## src/rtl/psk_symbol_mapper_pkg.sv

```systemverilog
// Shared definitions for the PSK symbol mapper: FSM states, Gray phase steps and
// the constellation sign convention.
package psk_symbol_mapper_pkg;

  typedef enum logic [0:0] {StRun, StTail} state_e;

  // A set data bit selects the negative half of its axis
  localparam logic NegBit = 1'b1;

  // Gray-coded dibit to phase step in quarter turns: 00->0, 01->1, 11->2, 10->3
  function automatic logic [1:0] gray_inc(input logic [1:0] bits);
    logic [1:0] step;
    unique case (bits)
      2'b00:   step = 2'd0;
      2'b01:   step = 2'd1;
      2'b11:   step = 2'd2;
      default: step = 2'd3;
    endcase
    return step;
  endfunction

  // Absolute phase to axis signs {q_neg, i_neg}: 0->(+,+) 1->(-,+) 2->(-,-) 3->(+,-)
  function automatic logic [1:0] phase_neg(input logic [1:0] phase);
    return {phase[1], phase[1] ^ phase[0]};
  endfunction

endpackage

```

## src/rtl/psk_const_lut.sv

```systemverilog
// Combinational constellation lookup: (bits, is_bpsk[, phase]) -> {Q, I}.
// PSK_MAPPER_DIFF_EN adds the differential phase path.
module psk_const_lut
  import psk_symbol_mapper_pkg::*;
#(
  parameter int unsigned IQ_WIDTH = 12,
  parameter int unsigned AMP_BPSK = 2047,
  parameter int unsigned AMP_QPSK = 1448
) (
  input  logic [1:0]            bits,
  input  logic                  is_bpsk,
`ifdef PSK_MAPPER_DIFF_EN
  input  logic [1:0]            phase_in,
  output logic [1:0]            phase_out,
`endif
  output logic [2*IQ_WIDTH-1:0] iq
);

  localparam logic signed [IQ_WIDTH-1:0] AmpB = IQ_WIDTH'(AMP_BPSK);
  localparam logic signed [IQ_WIDTH-1:0] AmpQ = IQ_WIDTH'(AMP_QPSK);

  logic                       i_neg;
  logic                       q_neg;
  logic signed [IQ_WIDTH-1:0] amp_i;
  logic signed [IQ_WIDTH-1:0] i_val;
  logic signed [IQ_WIDTH-1:0] q_val;

`ifdef PSK_MAPPER_DIFF_EN
  logic [1:0] phase_nxt;
  logic [1:0] signs;

  always_comb begin
    phase_nxt = is_bpsk ? {phase_in[1] ^ bits[0], phase_in[0]} : phase_in + gray_inc(bits);
    signs     = phase_neg(phase_nxt);
    // BPSK only ever looks at the half-turn bit of the phase
    i_neg     = is_bpsk ? phase_nxt[1] : signs[0];
    q_neg     = signs[1];
  end

  assign phase_out = phase_nxt;
`else
  always_comb begin
    i_neg = is_bpsk ? (bits[0] == NegBit) : (bits[1] == NegBit);
    q_neg = (bits[0] == NegBit);
  end
`endif

  always_comb begin
    amp_i = is_bpsk ? AmpB : AmpQ;
    i_val = i_neg ? -amp_i : amp_i;
    q_val = is_bpsk ? '0 : (q_neg ? -AmpQ : AmpQ);
  end

  assign iq = {q_val, i_val};

endmodule

```

## src/rtl/psk_symbol_mapper.sv

```systemverilog
// AXIS PSK symbol mapper with a registered output slice and a zero-symbol guard tail.
// Define PSK_MAPPER_DIFF_EN for differential encoding.
module psk_symbol_mapper
  import psk_symbol_mapper_pkg::*;
#(
  parameter int unsigned BYTES      = 1,
  parameter int unsigned IQ_WIDTH   = 12,
  parameter int unsigned AMP_BPSK   = 2047,
  parameter int unsigned AMP_QPSK   = 1448,
  parameter int unsigned TAIL_SYMBS = 8
) (
  input  logic                  clk,
  input  logic                  rst_n,
  input  logic [BYTES*8-1:0]    S_tdata,
  input  logic                  S_tvalid,
  output logic                  S_tready,
  input  logic                  S_tlast,
  input  logic                  S_tuser,
  output logic [2*IQ_WIDTH-1:0] M_tdata,
  output logic                  M_tvalid,
  input  logic                  M_tready,
  output logic                  M_tlast,
  output logic                  M_tuser,
  output logic                  busy
);

  localparam logic [7:0] TailLoad = 8'(TAIL_SYMBS);
  localparam logic       HasTail  = (TAIL_SYMBS != 0);

  state_e                state_q;
  logic [7:0]            tail_cnt_q;
  logic                  en_q;
  logic                  in_fire;
  logic                  out_fire;
  logic [2*IQ_WIDTH-1:0] lut_iq;
  logic                  unused_tdata;

  assign unused_tdata = ^S_tdata[BYTES*8-1:2];

  // en_q keeps S_tready low while in reset and for the first cycle after it
  assign S_tready = en_q && (state_q == StRun) && (!M_tvalid || M_tready);
  assign in_fire  = S_tvalid && S_tready;
  assign out_fire = M_tvalid && M_tready;

`ifdef PSK_MAPPER_DIFF_EN
  logic [1:0] phase_q;
  logic [1:0] lut_phase;
  logic       mid_pkt_q;

  psk_const_lut #(
    .IQ_WIDTH (IQ_WIDTH),
    .AMP_BPSK (AMP_BPSK),
    .AMP_QPSK (AMP_QPSK)
  ) u_lut (
    .bits      (S_tdata[1:0]),
    .is_bpsk   (S_tuser),
    .phase_in  (mid_pkt_q ? phase_q : 2'b00),
    .phase_out (lut_phase),
    .iq        (lut_iq)
  );

  always_ff @(posedge clk or negedge rst_n) begin
    if (!rst_n) begin
      phase_q   <= 2'b00;
      mid_pkt_q <= 1'b0;
    end else if (in_fire) begin
      phase_q   <= lut_phase;
      mid_pkt_q <= !S_tlast;
    end
  end
`else
  psk_const_lut #(
    .IQ_WIDTH (IQ_WIDTH),
    .AMP_BPSK (AMP_BPSK),
    .AMP_QPSK (AMP_QPSK)
  ) u_lut (
    .bits    (S_tdata[1:0]),
    .is_bpsk (S_tuser),
    .iq      (lut_iq)
  );
`endif

  always_ff @(posedge clk or negedge rst_n) begin
    if (!rst_n) begin
      state_q    <= StRun;
      tail_cnt_q <= '0;
      en_q       <= 1'b0;
      M_tdata    <= '0;
      M_tvalid   <= 1'b0;
      M_tlast    <= 1'b0;
      M_tuser    <= 1'b1;
      busy       <= 1'b0;
    end else begin
      en_q <= 1'b1;
      // A new packet starting on the drain cycle of the previous one keeps busy set
      if (in_fire) begin
        busy <= 1'b1;
      end else if (out_fire && M_tlast) begin
        busy <= 1'b0;
      end

      unique case (state_q)
        StRun: begin
          if (in_fire) begin
            M_tdata  <= lut_iq;
            M_tvalid <= 1'b1;
            M_tuser  <= S_tuser;
            M_tlast  <= HasTail ? 1'b0 : S_tlast;
            if (S_tlast && HasTail) begin
              state_q    <= StTail;
              tail_cnt_q <= TailLoad;
            end
          end else if (M_tready) begin
            M_tvalid <= 1'b0;
          end
        end
        StTail: begin
          if (out_fire) begin
            if (tail_cnt_q != 8'd0) begin
              M_tdata    <= '0;
              M_tuser    <= 1'b1;
              M_tlast    <= (tail_cnt_q == 8'd1);
              tail_cnt_q <= tail_cnt_q - 8'd1;
            end else begin
              M_tvalid <= 1'b0;
              M_tlast  <= 1'b0;
              state_q  <= StRun;
            end
          end
        end
        default: state_q <= StRun;
      endcase
    end
  end

endmodule

```

## config.mk

```make
export PLATFORM = sky130hd
export DESIGN_NAME = psk_symbol_mapper
export DESIGN_NICKNAME = d
export VERILOG_FILES = /design/src/rtl/psk_symbol_mapper_pkg.sv /design/src/rtl/psk_const_lut.sv /design/src/rtl/psk_symbol_mapper.sv
export SDC_FILE = /design/constraint.sdc
export NUM_CORES = 1
export LEC_CHECK = 0
export BUFFER_PORTS_ARGS = -buffer_cell sky130_fd_sc_hd__buf_2
export CORE_ASPECT_RATIO = 0.5
export CORE_MARGIN = 2
export CORE_UTILIZATION = 40
export CTS_BUF_LIST = sky130_fd_sc_hd__clkbuf_4 sky130_fd_sc_hd__clkbuf_8 sky130_fd_sc_hd__clkbuf_16
export DETAILED_ROUTE_END_ITERATION = 10
export HOLD_SLACK_MARGIN = 0.12
export PLACE_DENSITY_LB_ADDON = 0.12
export SLEW_MARGIN = 15
export SYNTH_ARGS = -nofsm -noshare
export SYNTH_HDL_FRONTEND = slang
export SYNTH_SLANG_ARGS = --single-unit
```

## constraint.sdc

```tcl
create_clock -name clk -period 1.8 [get_ports clk]
set_clock_uncertainty 0.05 [all_clocks]
set_input_delay 0.18 -clock clk [delete_from_list [all_inputs] [get_ports clk]]
set_output_delay 0.18 -clock clk [all_outputs]
set_load 0.01 [all_outputs]
```

==> results of run 1 <==
-- worst reg2reg max path: cells and delay by family, from the launching register on --
family | cells | cell delay, ns
adder cells (fa/ha/maj) | 1 | 0.19
AO/OA/AOI/OAI | 2 | 0.46
AND/OR/NAND/NOR | 2 | 0.59
flip-flops | 1 | 0.41
buffers and inverters | 1 | 0.08
-- registers in the layout, summed over array words and instances, names as in the netlist --
name / flops
M_tlast: 1
M_tuser: 1
en_q: 1
M_tdata: 9
state_q: 1
tail_cnt_q: 8
busy: 1
M_tvalid: 1
-- power groups by stage --
stage          Clock, mW  Combinational (mW)  Sequential [mW]
2_1_floorplan          0               0.664            0.898
3_3_place_gp           0                1.19            0.804
3_5_place_dp           0                1.21            0.812
4_1_cts            0.338                1.28            0.802
5_1_grt            0.357                1.51            0.833
6_report           0.330                1.36            0.806
-- worst max-delay path by stage --
stage / depth (start not counted) / startpoint / slack, ns / endpoint
2_1_floorplan: 7 / tail_cnt_q[0] / -0.10 / tail_cnt_q[4]
3_3_place_gp: 6 / tail_cnt_q[0] / -0.10 / tail_cnt_q[4]
3_5_place_dp: 6 / tail_cnt_q[1] / -0.10 / tail_cnt_q[4]
4_1_cts: 6 / tail_cnt_q[1] / -0.07 / tail_cnt_q[4]
5_1_grt: 7 / tail_cnt_q[1] / -0.13 / tail_cnt_q[4]
6_report: 6 / tail_cnt_q[1] / -0.08 / tail_cnt_q[4]
-- routing by layer --
metal	wire (µm)	GRT usage, %	up-vias	share of wire, %
met3	147	5.04	2	4.9
li1	-	-	554	-
met4	18	4.76	0	0.60
met2	1380	30.3	32	46
met5	0	0	-	0
met1	1430	21.3	523	48
-- layout by cell type (no fill, tap or decap), drive strengths merged, types with 2 or more instances in the layout --
cell,synthesis,final
buf,19,61
dfrtp,22,22
nand3,12,12
nand2,10,10
a21o,5,5
o21ai,5,5
inv,5,5
or4,5,5
conb,2,4
nor3,4,4
clkbuf,1,3
nor2,3,3
ha,3,3
a22o,2,2
or3b,2,2
nand4,2,2
o221ai,2,2
nand2b,2,2
a211o,2,2
a21oi,2,2
o31ai,2,2
dlygate4sd3,0,2
nor4b,2,2
-- cell families (layout without fill, tap and decap cells) --
group | count (synthesis) | after routing | synth area share (%)
multiplexers | 1 | 1 | 0.763
adder cells (fa/ha/maj) | 3 | 3 | 2.86
AND/OR/NAND/NOR | 50 | 50 | 22.3
other | 2 | 4 | 0.573
buffers and inverters | 25 | 72 | 13.7
AO/OA/AOI/OAI | 27 | 27 | 15.7
flip-flops | 23 | 23 | 44.0
-- area by class of cell --
type | count | area [µm²] | area share (%)
multi-input cells | 85 | 661 | 37.6
flip-flops and latches | 23 | 577 | 32.9
repair buffers | 63 | 403 | 23.0
well taps | 40 | 50.0 | 2.85
clock buffers | 3 | 41.3 | 2.35
inverters | 5 | 18.8 | 1.07
clock inverters | 1 | 5.00 | 0.285
-- stage by stage --
step / cell area, µm² / setup TNS (ns)
after floorplan: 1330 / -0.289
after global placement: 1590 / -0.638
after detailed placement: 1590 / -0.795
after CTS: 1700 / -0.467
after global routing: 1760 / -1.21
final: 1760 / -0.318
-- what timing repair did --
action,in CTS,in global routing
hold buffers,2,0
gates resized for setup,10,10
endpoints found under the hold margin,23,0
pin swaps,4,1
endpoints found under the setup margin,17,20
buffers inserted,0,1
==> impl_metrics.yaml, run 1 <==
worst_setup_path:
  worstSetupEndpointType: "flop"
  reg2reg_depth: 6
  r2r_slack_ns: -0.08
  cp-start-kind: "flop"
  critPathKind: "flop to flop"
  path_cells: "inv_2 -> ha_2 -> or3b_4 -> o21ba_4 -> and3_2 -> a211o_1"
  r2r-start: "tail_cnt_q[1]"
  cp_num_buf_inv: 1
  critPathRequiredTime_ns: 1.91
  worst_path_max_delay_cell: "dfrtp_1"
  r2r_end: "tail_cnt_q[4]"
  worstPathMaxFanout: 7
  cp_top_family: "simple AND/OR/NAND/NOR gates"
  max_stage_delay_ns: 0.41
  arrival_ns: 1.99
timing:
  worst_pin_slew_ns: 0.523
  hold_viol_final: 0
  grt_setup_unrepaired: "true"
  timing.hold.ws_ns: 0.139
  period_minus_slack_ns: 1.88
  slew_violations: 0
  slew_headroom_pct: 65.1
  clock.fmax_mhz: 532
  fin_crit_sh_pct: 104
  setup_viol: 7
  finalWorstSetupSlack_ns: -0.0779
global_routing:
  antenna_found_initial: 0
  first_global_vias: 1098
  grtUsageTotal_pct: 17.3
  grt_max_degree: 24
  grt-ovfl-total: 0
  grt_first_pass_wirelength_um: 4960
logic_synthesis:
  synth_common_cells: "22 x dfrtp_1, 15 x buf_4, 12 x nand3_1, 10 x nand2_1"
  synth.top_cell.area_share_pct: 42.0
  synthFlopType: "dfrtp_1"
  ys_ff_latch: 23
  ys_seq_area_share_pct: 44.0
  yosys-top-cells-area: "dfrtp_1 42%, buf_4 8.6%, nand3_1 4.6%, buf_6 3.4%, a21o_1 2.9%"
  async_flop_share_pct: 100
  yosys_warnings: 0
  syn_area_per_cell_um2: 10.0
  synth-edff-count: 0
  synthesis.area_um2: 1310
  yosysMostFrequentCell: "dfrtp_1"
  synth_largest_area_cell: "dfrtp_1"
  syn_inst: 131
  yosysUniqueCellTypes: 43
clock_network:
  cts_buffer_depth: 2
  root_buffer: "clkbuf_8"
  cts_tree: "yes"
  cts_sinks: 23
  cts_inserted_buffers: 3
  htree_levels: 1
  clkTransAtPathRegs_ns: 0.09
  clk_latency_ns: 0.27
placement:
  dp_cells: 213
  place_congestion: 0.738
  dpl_worst_slack_ns: -0.104
  port_buffers: 33
  dp_hpwl_um: 2210
power_and_ir_drop:
  ir_worst_vdd_v: 0.000688
  p_leak_nw: 0.905
  comb_power_share_pct: 54.5
  pwr-share-clk_pct: 13.2
  total_power_mw: 2.50
  sw_frac_of_total_pct: 38.5
  sequentialPowerShare_pct: 32.3
  powerDensity_nw_per_um2: 1420
  switchingPower_mw: 0.960
  p_int_mw: 1.54
detailed_routing:
  post-route-drc-count: 0
  viasPerCell: 5.05
  drtIter0Drc: 28
  drtAntennaViolNets: 0
  routed_wirelength_um: 2980
  firstDrtPassIters: 4
  post_drt_wl_per_cell_um: 13.5
  via_count: 1111
cells_and_area:
  fin_util_pct: 57.3
  drive_above_1_share_pct: 48.9
  fin_cells: 220
  nets: 198
  diodes: 0
  fill_cells: 291
  syn2layout_area_growth_pct: 33.9
die:
  dieArea_um2: 3780
  io-pin-count: 43
  die_w_um: 85.0
  initial_core_util_pct: 42.8
  rows: 14
  dieHeight_um: 44.5
  fp.coreArea_um2: 3070
worst_hold_path:
  hold_depth: 2
  hold_path_class: "input port to flop"
  holdCritStartpoint: "S_tuser"
  hold_end: "M_tdata[22]"
status:
  status: "finished with violations"
  violations: "setup timing"
run:
  maxCapViolCount: 0
Power figures use the tool's default switching activity.
==> run 2, diff against run 1 <==
--- a/config.mk
+++ b/config.mk
@@ -11,8 +11,8 @@
 export CORE_UTILIZATION = 40
 export CTS_BUF_LIST = sky130_fd_sc_hd__clkbuf_4 sky130_fd_sc_hd__clkbuf_8 sky130_fd_sc_hd__clkbuf_16
 export DETAILED_ROUTE_END_ITERATION = 10
-export HOLD_SLACK_MARGIN = 0.12
-export PLACE_DENSITY_LB_ADDON = 0.12
+export HOLD_SLACK_MARGIN = 0.03
+export PLACE_DENSITY = 0.7
 export SLEW_MARGIN = 15
 export SYNTH_ARGS = -nofsm -noshare
 export SYNTH_HDL_FRONTEND = slang
==> run 2 against run 1 <==
Net effect:
- the run still ends with setup timing left
- worst setup slack better by 0.032 ns
- die area stayed put
- sequential power hardly changed
- via count is 2.3% higher
- largest power group unchanged
==> impl_metrics.yaml, run 2 (same netlist as run 1, synthesis figures left out) <==
cells_and_area:
  fin_util_pct: 57.5
  nets: 197
  regMostFlops: "M_tdata"
  syn2layout_area_growth_pct: 34.4
  largestRegisters: "M_tdata (9), tail_cnt_q (8)"
  drive_above_1_share_pct: 50.3
  fin_cells: 219
  largest_reg_flops: 9
  final_design_area_no_fill_um2: 1760
  diodes: 0
  final_common_cell: "buf_2"
  final_cell_mix: "33 x buf_2, 27 x buf_4, 22 x dfrtp_1"
timing:
  tns_ns: -0.138
  setup_viol: 4
  worst_pin_slew_ns: 0.508
  clock.fmax_mhz: 542
  finalWorstSetupSlack_ns: -0.0457
  period_minus_slack_ns: 1.85
  slew_violations: 0
  grt_setup_unrepaired: "true"
  fin_crit_sh_pct: 103
  slew_headroom_pct: 66.1
  timing.hold.ws_ns: 0.104
  hold_viol_final: 0
placement:
  port_buffers: 33
  place_congestion: 0.847
  dpl_worst_slack_ns: -0.121
  placed_area_um2: 1560
  dp_cells: 210
  dp_hpwl_um: 2090
clock_network:
  root_buffer: "clkbuf_8"
  cts_inserted_buffers: 3
  htree_levels: 1
  cts_buffer_depth: 2
  cts_tree: "yes"
  clk_latency_ns: 0.27
  clkTransAtPathRegs_ns: 0.09
  cts_sinks: 23
detailed_routing:
  post_drt_wl_per_cell_um: 13.7
  firstDrtPassIters: 4
  viasPerCell: 5.19
  routed_wirelength_um: 3000
  drtIter0Drc: 67
  via_count: 1136
  drtAntennaViolNets: 0
  post-route-drc-count: 0
worst_setup_path:
  r2r_slack_ns: -0.05
  critPathRequiredTime_ns: 1.90
  cp-start-kind: "flop"
  critPathKind: "flop to flop"
  worstPathMaxFanout: 7
  worstSetupEndpointType: "flop"
  reg2reg_depth: 6
  arrival_ns: 1.94
status:
  status: "finished with violations"
  violations: "setup timing"
die:
  rows: 14
  initial_core_util_pct: 42.8
  io-pin-count: 43
  die_w_um: 85.0
  dieArea_um2: 3780
  fp.coreArea_um2: 3070
  dieHeight_um: 44.5
run:
  maxCapViolCount: 0
global_routing:
  grt_first_pass_wirelength_um: 4670
  grt_max_degree: 24
  first_global_vias: 1058
  grtUsageTotal_pct: 15.8
  antenna_found_initial: 0
  grt-ovfl-total: 0
worst_hold_path:
  hold_depth: 2
  hold_path_class: "input port to flop"
power_and_ir_drop:
  powerDensity_nw_per_um2: 1430
  p_leak_nw: 0.915
  total_power_mw: 2.52
  ir_worst_vdd_v: 0.000640
## run 2: timing repair
| action | CTS | global route |
|---|---|---|
| hold buffers | 1 | 0 |
| gates resized for setup | 6 | 20 |
| hold endpoints to repair | 22 | 0 |
| cloned | 0 | 0 |
| endpoints found under the setup margin | 13 | 16 |
| pin swaps | 2 | 8 |
| buffers inserted | 1 | 3 |
## run 2: power breakdown
part	total [mW]	switching, mW	internal [mW]	leakage, nW
Combinational	1.38	0.693	0.691	0.609
Clock	0.330	0.175	0.155	0.0255
Sequential	0.805	0.109	0.696	0.281
Total	2.52	0.978	1.54	0.915
## run 2: path summary, 6_finish.rpt
kind,end,startpoint
setup reg to reg,tail_cnt_q[4],tail_cnt_q[1]
setup / recovery,tail_cnt_q[4],tail_cnt_q[1]
hold / removal,M_tdata[22],S_tdata[0]
max in group asynchronous,M_tuser,rst_n
min in group asynchronous,tail_cnt_q[7],rst_n
hold reg to reg,busy,busy
## run 2: layout make-up
cell class	instances	area (µm²)
clock buffers	3	41.3
clock inverters	1	5.00
fillers	251	1300
inverters	5	18.8
multi-input cells	85	681
flip-flops and latches	23	577
well taps	40	50.0
repair buffers	62	389
## run 2: worst max-delay path, stage by stage (launching register included)
cell and delay (ns):
dfrtp_1 0.39, inv_2 0.11, ha_4 0.14, or3b_4 0.38
o21ba_4 0.24, and3_4 0.15, a211o_1 0.27
## run 2: routing by layer
metal  global-route usage [%]  part of all wire, %
met1                     19.7                   47
met2                     27.3                   49
met3                     4.85                  4.7
met4                     4.44                    0
met5                        0                    0
==> run 3, diff against run 2 <==
--- a/config.mk
+++ b/config.mk
@@ -12,7 +12,8 @@
 export CTS_BUF_LIST = sky130_fd_sc_hd__clkbuf_4 sky130_fd_sc_hd__clkbuf_8 sky130_fd_sc_hd__clkbuf_16
 export DETAILED_ROUTE_END_ITERATION = 10
 export HOLD_SLACK_MARGIN = 0.03
-export PLACE_DENSITY = 0.7
+export PLACE_DENSITY = 0.68
+export SETUP_SLACK_MARGIN = 0.4
 export SLEW_MARGIN = 15
 export SYNTH_ARGS = -nofsm -noshare
 export SYNTH_HDL_FRONTEND = slang
==> constraint.sdc (replaced) <==
create_clock -name clk -period 2.2 [get_ports clk]
set_clock_uncertainty 0.05 [all_clocks]
set_input_delay 0.22 -clock clk [delete_from_list [all_inputs] [get_ports clk]]
set_output_delay 0.22 -clock clk [all_outputs]
set_load 0.02 [all_outputs]
==> run 3 against run 2 <==
Net effect:
- the run now ends clean
- core utilization down 1.4 points
- sequential share of layout area up 0.81 points
- via count down 0.26%
- total power down 16%
- combinational power down 17%
- critical path type unchanged
==> impl_metrics.yaml, run 3 (same netlist as run 1, synthesis figures left out) <==
worst_setup_path:
  setup.worst_path.start: "tail_cnt_q[1]"
  arrival_ns: 2.00
  worstPathMaxFanout: 3
  r2r_slack_ns: 0.36
  cp-start-kind: "flop"
  worstSetupEndpointType: "flop"
  r2r-start: "tail_cnt_q[1]"
  critPathRequiredTime_ns: 2.36
  critPathKind: "flop to flop"
timing:
  setup_viol: 0
  period_minus_slack_ns: 1.84
  tns_ns: 0
  hold_viol_final: 0
  clock.fmax_mhz: 543
  worst_pin_slew_ns: 0.511
  finalWorstSetupSlack_ns: 0.357
  slew_headroom_pct: 65.9
  slew_violations: 0
  fin_crit_sh_pct: 83.8
  grt_setup_unrepaired: "true"
  timing.hold.ws_ns: 0.140
worst_hold_path:
  holdCritStartpoint: "S_tdata[0]"
  hold_path_class: "input port to flop"
global_routing:
  first_global_vias: 1043
  grt-ovfl-total: 0
  grt_max_degree: 24
  antenna_found_initial: 0
  grtUsageTotal_pct: 16.9
  grt_first_pass_wirelength_um: 4890
placement:
  dpl_worst_slack_ns: 0.186
  dp_cells: 194
  placed_area_um2: 1440
  dp_hpwl_um: 1910
  port_buffers: 33
  place_congestion: 0.838
cells_and_area:
  fin_cells: 211
  final_cell_mix: "33 x buf_2, 22 x dfrtp_1, 19 x buf_4"
  largest_reg_flops: 9
  diodes: 0
  final_design_area_no_fill_um2: 1720
  final_common_cell: "buf_2"
  fin_util_pct: 56.1
  drive_above_1_share_pct: 48.0
  largestRegisters: "M_tdata (9), tail_cnt_q (8)"
  nets: 189
  syn2layout_area_growth_pct: 31.1
  fill_cells: 263
  regMostFlops: "M_tdata"
die:
  die_w_um: 85.0
  initial_core_util_pct: 42.8
  dieHeight_um: 44.5
  rows: 14
  io-pin-count: 43
  fp.coreArea_um2: 3070
  dieArea_um2: 3780
run:
  maxCapViolCount: 0
clock_network:
  cts_buffer_depth: 2
  root_buffer: "clkbuf_8"
  cts_tree: "yes"
  clk_latency_ns: 0.27
  cts_sinks: 23
  clkTransAtPathRegs_ns: 0.09
  htree_levels: 1
  cts_inserted_buffers: 3
detailed_routing:
  routed_wirelength_um: 3060
  post-route-drc-count: 0
  via_count: 1133
  firstDrtPassIters: 4
  drtAntennaViolNets: 0
  post_drt_wl_per_cell_um: 14.5
  viasPerCell: 5.37
  drtIter0Drc: 44
status:
  status: "completed"
power_and_ir_drop:
  powerDensity_nw_per_um2: 1230
  total_power_mw: 2.11
  ir_worst_vdd_v: 0.000585
  p_leak_nw: 0.874
## run 3: worst max-delay path, cell delays in order (launching register included)
cell and delay (ns):
dfrtp_1 0.40, inv_2 0.11, ha_4 0.13, or3b_4 0.39
or4_4 0.41, o21ai_1 0.15, a22o_1 0.14
## run 3: path summary, 6_finish.rpt
check	end	depth (start not counted)
min in group asynchronous	tail_cnt_q[0]	2
worst min register to register	M_tdata[15]	1
worst max-delay path	tail_cnt_q[6]	6
worst max register to register	tail_cnt_q[6]	6
max in group asynchronous	M_tuser	2
worst min-delay path	M_tdata[22]	2
## run 3: cell type report
| type | instances | area (µm²) | share of cell area [%] |
|---|---|---|---|
| Clock buffer | 3 | 41.3 | 2.40 |
| Inverter | 5 | 18.8 | 1.09 |
| Multi-Input combinational cell | 85 | 698 | 40.6 |
| Tap cell | 40 | 50.0 | 2.91 |
| Timing Repair Buffer | 54 | 329 | 19.1 |
| Sequential cell | 23 | 577 | 33.6 |
| Clock inverter | 1 | 5.00 | 0.291 |
## run 3: power by group
part	switching (mW)	internal (mW)
Combinational	0.647	0.505
Sequential	0.119	0.570
Clock	0.142	0.127
Total	0.908	1.20
## run 3: timing repair
action / 4_1_cts / 5_1_grt
gates resized for setup: 8 / 18
pin swaps: 5 / 3
hold buffers: 1 / 0
hold endpoints to repair: 22 / 0
setup buffers: 11 / 1
endpoints found under the setup margin: 14 / 20
## run 3: routing by layer
| metal | GRT usage, % | wire length (µm) |
|---|---|---|
| met1 | 21.2 | 1370 |
| met4 | 3.81 | 19 |
| met3 | 5.04 | 157 |
| met5 | 0 | 0 |
| met2 | 29.4 | 1510 |
